===== config.mk =====
export PLATFORM = sky130hd
export DESIGN_NAME = pc_sequencer
export DESIGN_NICKNAME = d
export VERILOG_FILES = /design/src/rtl/pc_sequencer_pkg.sv /design/src/rtl/pc_sequencer_branch_compare.sv /design/src/rtl/pc_sequencer.sv
export SDC_FILE = /design/constraint.sdc
export NUM_CORES = 1
export LEC_CHECK = 0
export ABC_AREA = 1
export ABC_CLOCK_PERIOD_IN_PS = 5300
export CORE_ASPECT_RATIO = 1.4
export CORE_MARGIN = 4
export CORE_UTILIZATION = 46
export CTS_CLUSTER_DIAMETER = 120
export DETAILED_ROUTE_END_ITERATION = 16
export MAX_ROUTING_LAYER = met4
export PLACE_DENSITY = 0.87
export SLEW_MARGIN = 30
export SYNTH_ARGS = -nofsm -noshare
export SYNTH_HDL_FRONTEND = slang
export SYNTH_HIERARCHICAL = 1
export SYNTH_SLANG_ARGS = --single-unit

===== constraint.sdc =====
create_clock -name clock -period 5.3 [get_ports clock]
set_input_delay 1.06 -clock clock [delete_from_list [all_inputs] [get_ports clock]]
set_output_delay 1.06 -clock clock [all_outputs]
set_load 0.05 [all_outputs]

===== src/rtl/pc_sequencer_pkg.sv =====
// Shared types and constants for the program-counter / fetch sequencer.
// The fetch/execute/trap state encoding lives here so the top and the bench agree on it.
package pc_sequencer_pkg;

  typedef enum logic [1:0] {
    FETCH = 2'd0,
    EXEC  = 2'd1,
    TRAP  = 2'd2
  } state_t;

  localparam logic [2:0] F3_BEQ  = 3'b000;
  localparam logic [2:0] F3_BNE  = 3'b001;
  localparam logic [2:0] F3_BLT  = 3'b100;
  localparam logic [2:0] F3_BGE  = 3'b101;
  localparam logic [2:0] F3_BLTU = 3'b110;
  localparam logic [2:0] F3_BGEU = 3'b111;

  // addi x0, x0, 0
  localparam logic [31:0] NOP = 32'h00000013;

  // No compressed-instruction support, so any target off a 4-byte boundary is illegal.
  function automatic logic is_misaligned(input logic [1:0] i_lsb);
    return i_lsb != 2'b00;
  endfunction

endpackage


===== src/rtl/pc_sequencer_branch_compare.sv =====
// Conditional-branch resolution: decodes Funct3 against the ALU compare flags.
// Purely combinational; reserved encodings 010/011 never take the branch.
module branch_compare
  import pc_sequencer_pkg::*;
(
  input  logic       i_branch,
  input  logic [2:0] i_funct3,
  input  logic       i_zero,
  input  logic       i_less_than,
  input  logic       i_less_than_u,
  output logic       o_taken
);

  logic w_cond;

  always_comb begin
    w_cond = 1'b0;
    case (i_funct3)
      F3_BEQ:  w_cond = i_zero;
      F3_BNE:  w_cond = !i_zero;
      F3_BLT:  w_cond = i_less_than;
      F3_BGE:  w_cond = !i_less_than;
      F3_BLTU: w_cond = i_less_than_u;
      F3_BGEU: w_cond = !i_less_than_u;
      default: w_cond = 1'b0;
    endcase
  end

  assign o_taken = i_branch && w_cond;

endmodule


===== src/rtl/pc_sequencer.sv =====
// Program counter and request/acknowledge fetch sequencer with branch/jump target selection,
// misaligned-target trap redirect and a 64-bit retired-instruction counter.
module pc_sequencer
  import pc_sequencer_pkg::*;
#(
  parameter int unsigned XLEN         = 32,
  parameter logic [63:0] RESET_VECTOR = 64'h0,
  parameter logic [63:0] TRAP_VECTOR  = 64'h100
) (
  input  logic            clock,
  input  logic            Reset,
  input  logic            Stall,
  output logic            IReq,
  output logic [XLEN-1:0] IAddr,
  input  logic            IAck,
  input  logic [31:0]     IData,
  output logic [31:0]     Instruction,
  output logic            InstrValid,
  input  logic            Branch,
  input  logic            Jal,
  input  logic            Jalr,
  input  logic [2:0]      Funct3,
  input  logic            Zero,
  input  logic            LessThan,
  input  logic            LessThanU,
  input  logic [XLEN-1:0] Imm,
  input  logic [XLEN-1:0] RS1,
  output logic [XLEN-1:0] PC,
  output logic [XLEN-1:0] PCPlus4,
  output logic            Trap,
  output logic [XLEN-1:0] BadAddr,
  output logic [63:0]     Retired
);

  localparam logic [XLEN-1:0] LP_RESET_PC = RESET_VECTOR[XLEN-1:0];
  localparam logic [XLEN-1:0] LP_TRAP_PC  = TRAP_VECTOR[XLEN-1:0];
  localparam logic [XLEN-1:0] LP_FOUR     = XLEN'(4);

  state_t r_state;
  state_t w_next_state;

  logic [XLEN-1:0] r_pc;
  logic [31:0]     r_instr;
  logic [XLEN-1:0] r_bad_addr;
  logic [63:0]     r_retired;

  logic            w_ireq;
  logic            w_instr_valid;
  logic            w_trap;
  logic            w_taken;
  logic            w_redirect;
  logic            w_misaligned;
  logic            w_exec_go;
  logic            w_fetch_done;
  logic [XLEN-1:0] w_pc_plus4;
  logic [XLEN-1:0] w_jalr_sum;
  logic [XLEN-1:0] w_jalr_target;
  logic [XLEN-1:0] w_rel_target;
  logic [XLEN-1:0] w_target;

  branch_compare u_branch_compare (
    .i_branch      (Branch),
    .i_funct3      (Funct3),
    .i_zero        (Zero),
    .i_less_than   (LessThan),
    .i_less_than_u (LessThanU),
    .o_taken       (w_taken)
  );

  assign w_pc_plus4    = r_pc + LP_FOUR;
  assign w_jalr_sum    = RS1 + Imm;
  assign w_jalr_target = {w_jalr_sum[XLEN-1:1], 1'b0};
  assign w_rel_target  = r_pc + Imm;

  // Jalr > Jal > taken branch > fall-through; only redirected targets can trap.
  always_comb begin
    w_target   = w_pc_plus4;
    w_redirect = 1'b0;
    if (Jalr) begin
      w_target   = w_jalr_target;
      w_redirect = 1'b1;
    end else if (Jal || w_taken) begin
      w_target   = w_rel_target;
      w_redirect = 1'b1;
    end
  end

  assign w_misaligned = w_redirect && is_misaligned(w_target[1:0]);
  assign w_exec_go    = (r_state == EXEC) && !Stall;
  assign w_fetch_done = (r_state == FETCH) && IAck;

  always_ff @(posedge clock or posedge Reset) begin
    if (Reset) begin
      r_state <= FETCH;
    end else begin
      r_state <= w_next_state;
    end
  end

  always_comb begin
    w_next_state  = r_state;
    w_ireq        = 1'b0;
    w_instr_valid = 1'b0;
    w_trap        = 1'b0;
    case (r_state)
      FETCH: begin
        w_ireq = 1'b1;
        if (IAck) begin
          w_next_state = EXEC;
        end
      end
      EXEC: begin
        w_instr_valid = 1'b1;
        if (!Stall) begin
          w_next_state = w_misaligned ? TRAP : FETCH;
        end
      end
      TRAP: begin
        w_trap       = 1'b1;
        w_next_state = FETCH;
      end
      default: w_next_state = FETCH;
    endcase
  end

  always_ff @(posedge clock or posedge Reset) begin
    if (Reset) begin
      r_pc       <= LP_RESET_PC;
      r_instr    <= 32'h0;
      r_bad_addr <= '0;
      r_retired  <= 64'h0;
    end else begin
      if (w_fetch_done) begin
        r_instr <= IData;
      end
      if (w_exec_go) begin
        if (w_misaligned) begin
          r_bad_addr <= w_target;
          r_pc       <= LP_TRAP_PC;
        end else begin
          r_pc      <= w_target;
          r_retired <= r_retired + 64'd1;
        end
      end
    end
  end

  // Gate with Reset so the handshake drops in the same cycle Reset rises.
  assign IReq        = w_ireq && !Reset;
  assign InstrValid  = w_instr_valid && !Reset;
  assign Trap        = w_trap && !Reset;
  assign IAddr       = r_pc;
  assign PC          = r_pc;
  assign PCPlus4     = w_pc_plus4;
  assign Instruction = r_instr;
  assign BadAddr     = r_bad_addr;
  assign Retired     = r_retired;

endmodule


==> results.yml, run 1 <==
status:
  status: "completed"
cts:
  cts_buffers: 17
  clkTransAtPathRegs_ns: 0.08
  cts_tree: "built"
  cts_hold_buf: 0
  postCtsResizedCells: 0
  cts_sinks: 162
  clock_path_buffers: 2
  clk_latency_ns: 0.46
  post-cts-setup-buffer-count: 0
  cts_max_level: 4
  cts-root-buf: "clkbuf_16"
global_routing:
  grt_overflow: 0
  grt_antenna_before_repair: 0
  track_usage_pct: 35.8
  grt_pass1_vias: 15400
  grt_pass1_wl_mm: 87.8
  grt_max_degree: 110
route:
  first_pass_iters: 6
  vias_per_cell: 5.49
  wl_mm: 58.7
  vias: 15600
  drt_iter0_drc: 962
  wl_per_cell_um: 20.6
  postRouteAntennaNets: 0
  drc: 0
floorplanning:
  fp.dieH_um: 213
  dieArea_um2: 32900
  start_util_pct: 46.9
  rows: 74
  die_width_um: 154
  core_area_um2: 29400
  ioPinCount: 336
logic_synthesis:
  synth_area_per_cell_um2: 6.40
  syn_area_um2: 13800
  ys.flop_type: "dfrtp_1"
  ys_warn_count: 6
  synth_edf_count: 0
  ys_ff_latch: 162
  async_flop_share_pct: 100
  syn_nets: 2333
  syn_inst: 2159
  synth_seq_area_share_pct: 29.4
  yosysUniqueCellTypes: 40
layout:
  final_cell_mix: "746 x nand2_1, 335 x clkdlybuf4s50_1, 295 x inv_1"
  layout_commonest_cell: "nand2_1"
  nets: 2629
  fillers: 2833
  syn2layout_area_growth_pct: 29.8
  drive_above_1_share_pct: 4.25
  final_area_um2: 17900
  diodes: 0
placed_design:
  port_buffers: 335
  gp_congestion: 0.974
  place_area_um2: 17300
  dpl.hpwl_mm: 47.6
  dp_slack_ns: 1.20
min_path:
  hold_start: "BadAddr[9]"
  hold_class: "reg -> reg"
  hold_depth: 2
  holdPathEnd: "BadAddr[9]"
power_and_ir_drop:
  internal_power_uw: 4360
  clkPwrFrac_pct: 12.4
  peakVddDrop_v: 0.000493
  p_comb_share_pct: 65.0
  seqPwrFrac_pct: 22.6
  leakagePower_uw: 0.00870
  p_switching_uw: 5820
  swShare_pct: 57.1
  total_power_uw: 10200
  p_per_area_nw_per_um2: 568
setup_path:
  reg2regPathDepth: 14
  r2r-start: "IAddr[0]"
  critPathRequiredTime_ns: 4.24
  reg2reg_to: "BadAddr[4]"
  cp-end-kind: "output pin"
  start_kind: "flip-flop"
  cp_data_arrival_time_ns: 3.47
  cp_max_fo: 7
  r2r_setup_slack_ns: 2.34
  crit_type: "reg -> out"
sta:
  setup_viol: 0
  rsz0062_at_grt: "false"
  fmax_ghz: 0.221
  worstMarginPinSlew_ns: 0.752
  fin_crit_ns: 4.53
  fin_skew_ns: 0.00803
  hold_ws_ns: 0.483
  timing.final.ws_setup_ns: 0.769
  tns_ns: 0
  hold_viol_final: 0
  slew_viol_final: 0
  slew_headroom_pct: 49.8
  fin_crit_sh_pct: 85.5
job:
  cap_viol_max_count: 0
[power by group through the flow]
stage	logic (uW)	clock network, uW	registers [uW]
after global placement	6520	0	2290
after detailed placement	6580	0	2290
after CTS	6610	1280	2280
after floorplan	3010	0	3620
after global routing	6990	1320	2360
final	6620	1260	2300
[final cells by class]
class | instances | area [um2] | share of cell area, %
Tap cell | 380 | 475 | 2.65
Sequential cell | 162 | 4050 | 22.6
Clock inverter | 15 | 169 | 0.942
Timing Repair Buffer | 347 | 3460 | 19.3
Clock buffer | 17 | 425 | 2.37
Inverter | 300 | 1130 | 6.30
Multi-Input combinational cell | 1627 | 8220 | 45.8
[critical path: stages (launching register included)]
cell and delay (ns):
dfrtp_1 0.54, ha_1 0.24, nand2_1 0.07, inv_1 0.13, nand2_1 0.08, nor2_2 0.22, inv_1 0.13, nor2_1 0.46
xor2_1 0.29, clkdlybuf4s50_1 0.86
[flip-flops by register name (all words and copies together), names as in the netlist]
register	flops
r_state	2
IAddr	32
BadAddr	32
Instruction	32
Retired	64
[layer usage]
metal  vias up  wire (um)  part of all wire, %  GRT usage, %
met5         -          0                    0             -
met4         0       3790                  6.5          20.0
met3       180       4170                  7.1          4.52
met2       769      30100                   51          63.4
met1      7253      20600                   35          38.6
li1       7423          -                    -             -
[cell families after synthesis]
| family | synth area share (%) |
|---|---|
| AND/OR/NAND/NOR | 38.5 |
| buffers and inverters | 11.2 |
| AO/OA/AOI/OAI | 6.89 |
| adder cells (fa/ha/maj) | 6.00 |
| flip-flops | 29.4 |
| multiplexers | 2.61 |
| XOR/XNOR | 5.45 |
[stage by stage]
step,util [%],instances
2_1_floorplan,-,2159
3_3_place_gp,58.9,2816
3_5_place_dp,58.9,2816
4_1_cts,60.9,2848
5_1_grt,60.9,2848
6_report,60.9,2848
[cells in the mapped netlist, drive strengths merged, types with 5 or more instances]
library cell | instances | area [um2]
or2 | 7 | 43.8
nand3 | 176 | 881
clkbuf | 20 | 75.1
dfrtp | 162 | 4050
mux2 | 32 | 360
buf | 50 | 343
and2 | 10 | 62.6
nor2 | 209 | 810
o21ai | 82 | 410
nor3 | 63 | 350
xor2 | 61 | 534
nand4 | 36 | 231
nand3b | 13 | 110
nand2 | 746 | 2800
ha | 63 | 788
a21oi | 73 | 365
xnor2 | 25 | 219
inv | 300 | 1130
nor4 | 5 | 31.3
o21bai | 8 | 60.1
[worst max path at each step]
stage	start	endpoint	slack, ns
2_1_floorplan	IAddr[2]	PCPlus4[12]	1.85
3_3_place_gp	IAddr[4]	PCPlus4[15]	1.27
3_5_place_dp	Funct3[0]	BadAddr[4]	1.20
4_1_cts	IAddr[4]	PCPlus4[15]	0.80
5_1_grt	IAddr[4]	PCPlus4[25]	0.70
6_report	IAddr[2]	PCPlus4[12]	0.77
(Power assumes the default switching activity.)
==> run 2: changes to the inputs <==
==> constraint.sdc (replaced) <==
create_clock -name clock -period 5.3 [get_ports clock]
set_input_delay 0.53 -clock clock [delete_from_list [all_inputs] [get_ports clock]]
set_output_delay 0.53 -clock clock [all_outputs]
set_load 0.05 [all_outputs]
==> run 2 against run 1 <==
Effect of this change:
- die area is the same
- final cell count shrank 0.14%
- clock power shrank 5%
- core utilization shrank 0.23 points
- total power shrank 1.2%
- largest cell class unchanged
- highest routed layer unchanged
- sequential share of layout area grew 0.085 points
- via count shrank 0.56%
==> results.yml, run 2 (synthesis results as in run 1) <==
placed_design:
  port_buffers: 335
  gp_congestion: 1.06
  place_area_um2: 17300
  dpl.hpwl_mm: 46.6
  dp_slack_ns: 1.47
cts:
  cts_hold_buf: 0
  post-cts-setup-buffer-count: 0
  cts_tree: "built"
  cts_sinks: 162
  clk_latency_ns: 0.46
  clkTransAtPathRegs_ns: 0.07
  cts-root-buf: "clkbuf_16"
  cts_max_level: 4
  clock_path_buffers: 2
  cts_buffers: 17
  postCtsResizedCells: 0
status:
  status: "completed"
layout:
  diodes: 0
  largest_reg_flops: 64
  final_cell_mix: "745 x nand2_1, 335 x clkdlybuf4s50_1, 295 x inv_1"
  nets: 2627
  drive_above_1_share_pct: 4.14
  final_area_um2: 17900
  fin_util_pct: 60.7
  layout_commonest_cell: "nand2_1"
  syn2layout_area_growth_pct: 29.3
power_and_ir_drop:
  leakagePower_uw: 0.00867
  p_comb_share_pct: 65.3
  clkPwrFrac_pct: 11.9
  internal_power_uw: 4380
  p_switching_uw: 5680
  seqPwrFrac_pct: 22.8
  p_per_area_nw_per_um2: 564
  swShare_pct: 56.4
  peakVddDrop_v: 0.000346
sta:
  setup_viol: 0
  fin_crit_sh_pct: 74.4
  worstMarginPinSlew_ns: 0.956
  fmax_ghz: 0.253
  slew_viol_final: 0
  timing.final.ws_setup_ns: 1.35
  fin_crit_ns: 3.95
  slew_headroom_pct: 35.8
  hold_viol_final: 0
  fin_skew_ns: 0.0152
  tns_ns: 0
  rsz0062_at_grt: "false"
setup_path:
  cp_max_fo: 7
  crit_buf_inv: 2
  critPathTopFamily: "buffers and inverters"
  start_kind: "flip-flop"
  critPathRequiredTime_ns: 4.77
  max_stage_delay_ns: 0.85
  path_cells: "ha_1 > nand2_1 > inv_1 > nand4_1 > nor2_1 > xor2_1 > clkdlybuf4s50_1"
  cp-end-kind: "output pin"
  crit_type: "reg -> out"
  crit_slowest_cell: "clkdlybuf4s50_1"
  cp_data_arrival_time_ns: 3.42
route:
  vias_per_cell: 5.46
  wl_mm: 56.8
  drc: 0
  vias: 15500
  first_pass_iters: 7
  wl_per_cell_um: 20.0
  postRouteAntennaNets: 0
  drt_iter0_drc: 916
floorplanning:
  rows: 74
  start_util_pct: 46.9
  die_width_um: 154
  core_area_um2: 29400
  dieArea_um2: 32900
  fp.dieH_um: 213
  ioPinCount: 336
job:
  cap_viol_max_count: 0
global_routing:
  grt_overflow: 0
  grt_pass1_vias: 15500
  grt_max_degree: 72
  grt_antenna_before_repair: 0
  grt_pass1_wl_mm: 85.2
  track_usage_pct: 34.6
min_path:
  hold_class: "reg -> reg"
-- run 2: changes by cell type in the layout (fill, tap and decap cells not counted) --
| cell | previous run | this run |
|---|---|---|
| buf_12 | 1 | 0 |
| nand2_1 | 746 | 745 |
| clkinv_2 | 1 | 3 |
| clkinv_8 | 5 | 0 |
| clkbuf_8 | 0 | 1 |
| bufinv_16 | 0 | 1 |
| clkinvlp_4 | 2 | 3 |
| inv_8 | 2 | 0 |
| nand2_2 | 0 | 1 |
| buf_4 | 11 | 10 |
-- run 2: worst paths after layout --
check | startpoint | to | slack [ns] | cells past startpoint
worst min register to register | BadAddr[3] | BadAddr[3] | 0.48 | 2
worst max-delay path | IAddr[2] | PCPlus4[18] | 1.35 | 7
worst max register to register | IAddr[0] | Retired[24] | 2.39 | 14
worst min-delay path | BadAddr[3] | BadAddr[3] | 0.48 | 2
min in group asynchronous | Reset | Instruction[20] | 0.70 | 2
max in group asynchronous | Reset | IAddr[31] | 3.36 | 3
-- run 2: worst reg2reg max path: cells and delay by family (launching register included) --
family          cells  cell delay (ns)
compound gates      2             0.21
xor+xnor            1             0.18
fa+ha+maj           2             0.68
buf+inv             4             0.86
flops               1             0.43
simple gates        5             0.45
-- run 2: per-stage QoR --
| stage | hold WS, ns | std cells | power, uW |
|---|---|---|---|
| after floorplan | 0.541 | 2159 | 6630 |
| after detailed placement | 0.464 | 2814 | 8820 |
| after CTS | 0.483 | 2844 | 10000 |
| after global placement | 0.465 | 2814 | 8730 |
| final | 0.478 | 2844 | 10100 |
| after global routing | 0.505 | 2844 | 10600 |
-- run 2: final cells by class --
class | instances | area, um2
sequential | 162 | 4050
tap | 380 | 475
timing repair buffer | 345 | 3430
multi-input combinational | 1627 | 8220
fill | 2826 | 11600
clock buffer | 18 | 439
inverter | 300 | 1130
clock inverter | 12 | 111
-- run 2: routing by layer --
layer / vias up / part of all wire [%] / track usage (%)
met3: 212 / 6.8 / 5.49
met5: - / 0 / -
met4: 0 / 7.2 / 21.8
li1: 7426 / - / -
met1: 7185 / 36 / 37.3
met2: 714 / 50 / 59.3
-- run 2: power by group through the flow --
stage	clock, uW	sequential (uW)	combinational, uW
floorplan	0	3620	3010
global placement	0	2270	6460
detailed placement	0	2280	6530
CTS	1220	2270	6560
global route	1260	2350	6960
finish	1200	2290	6570
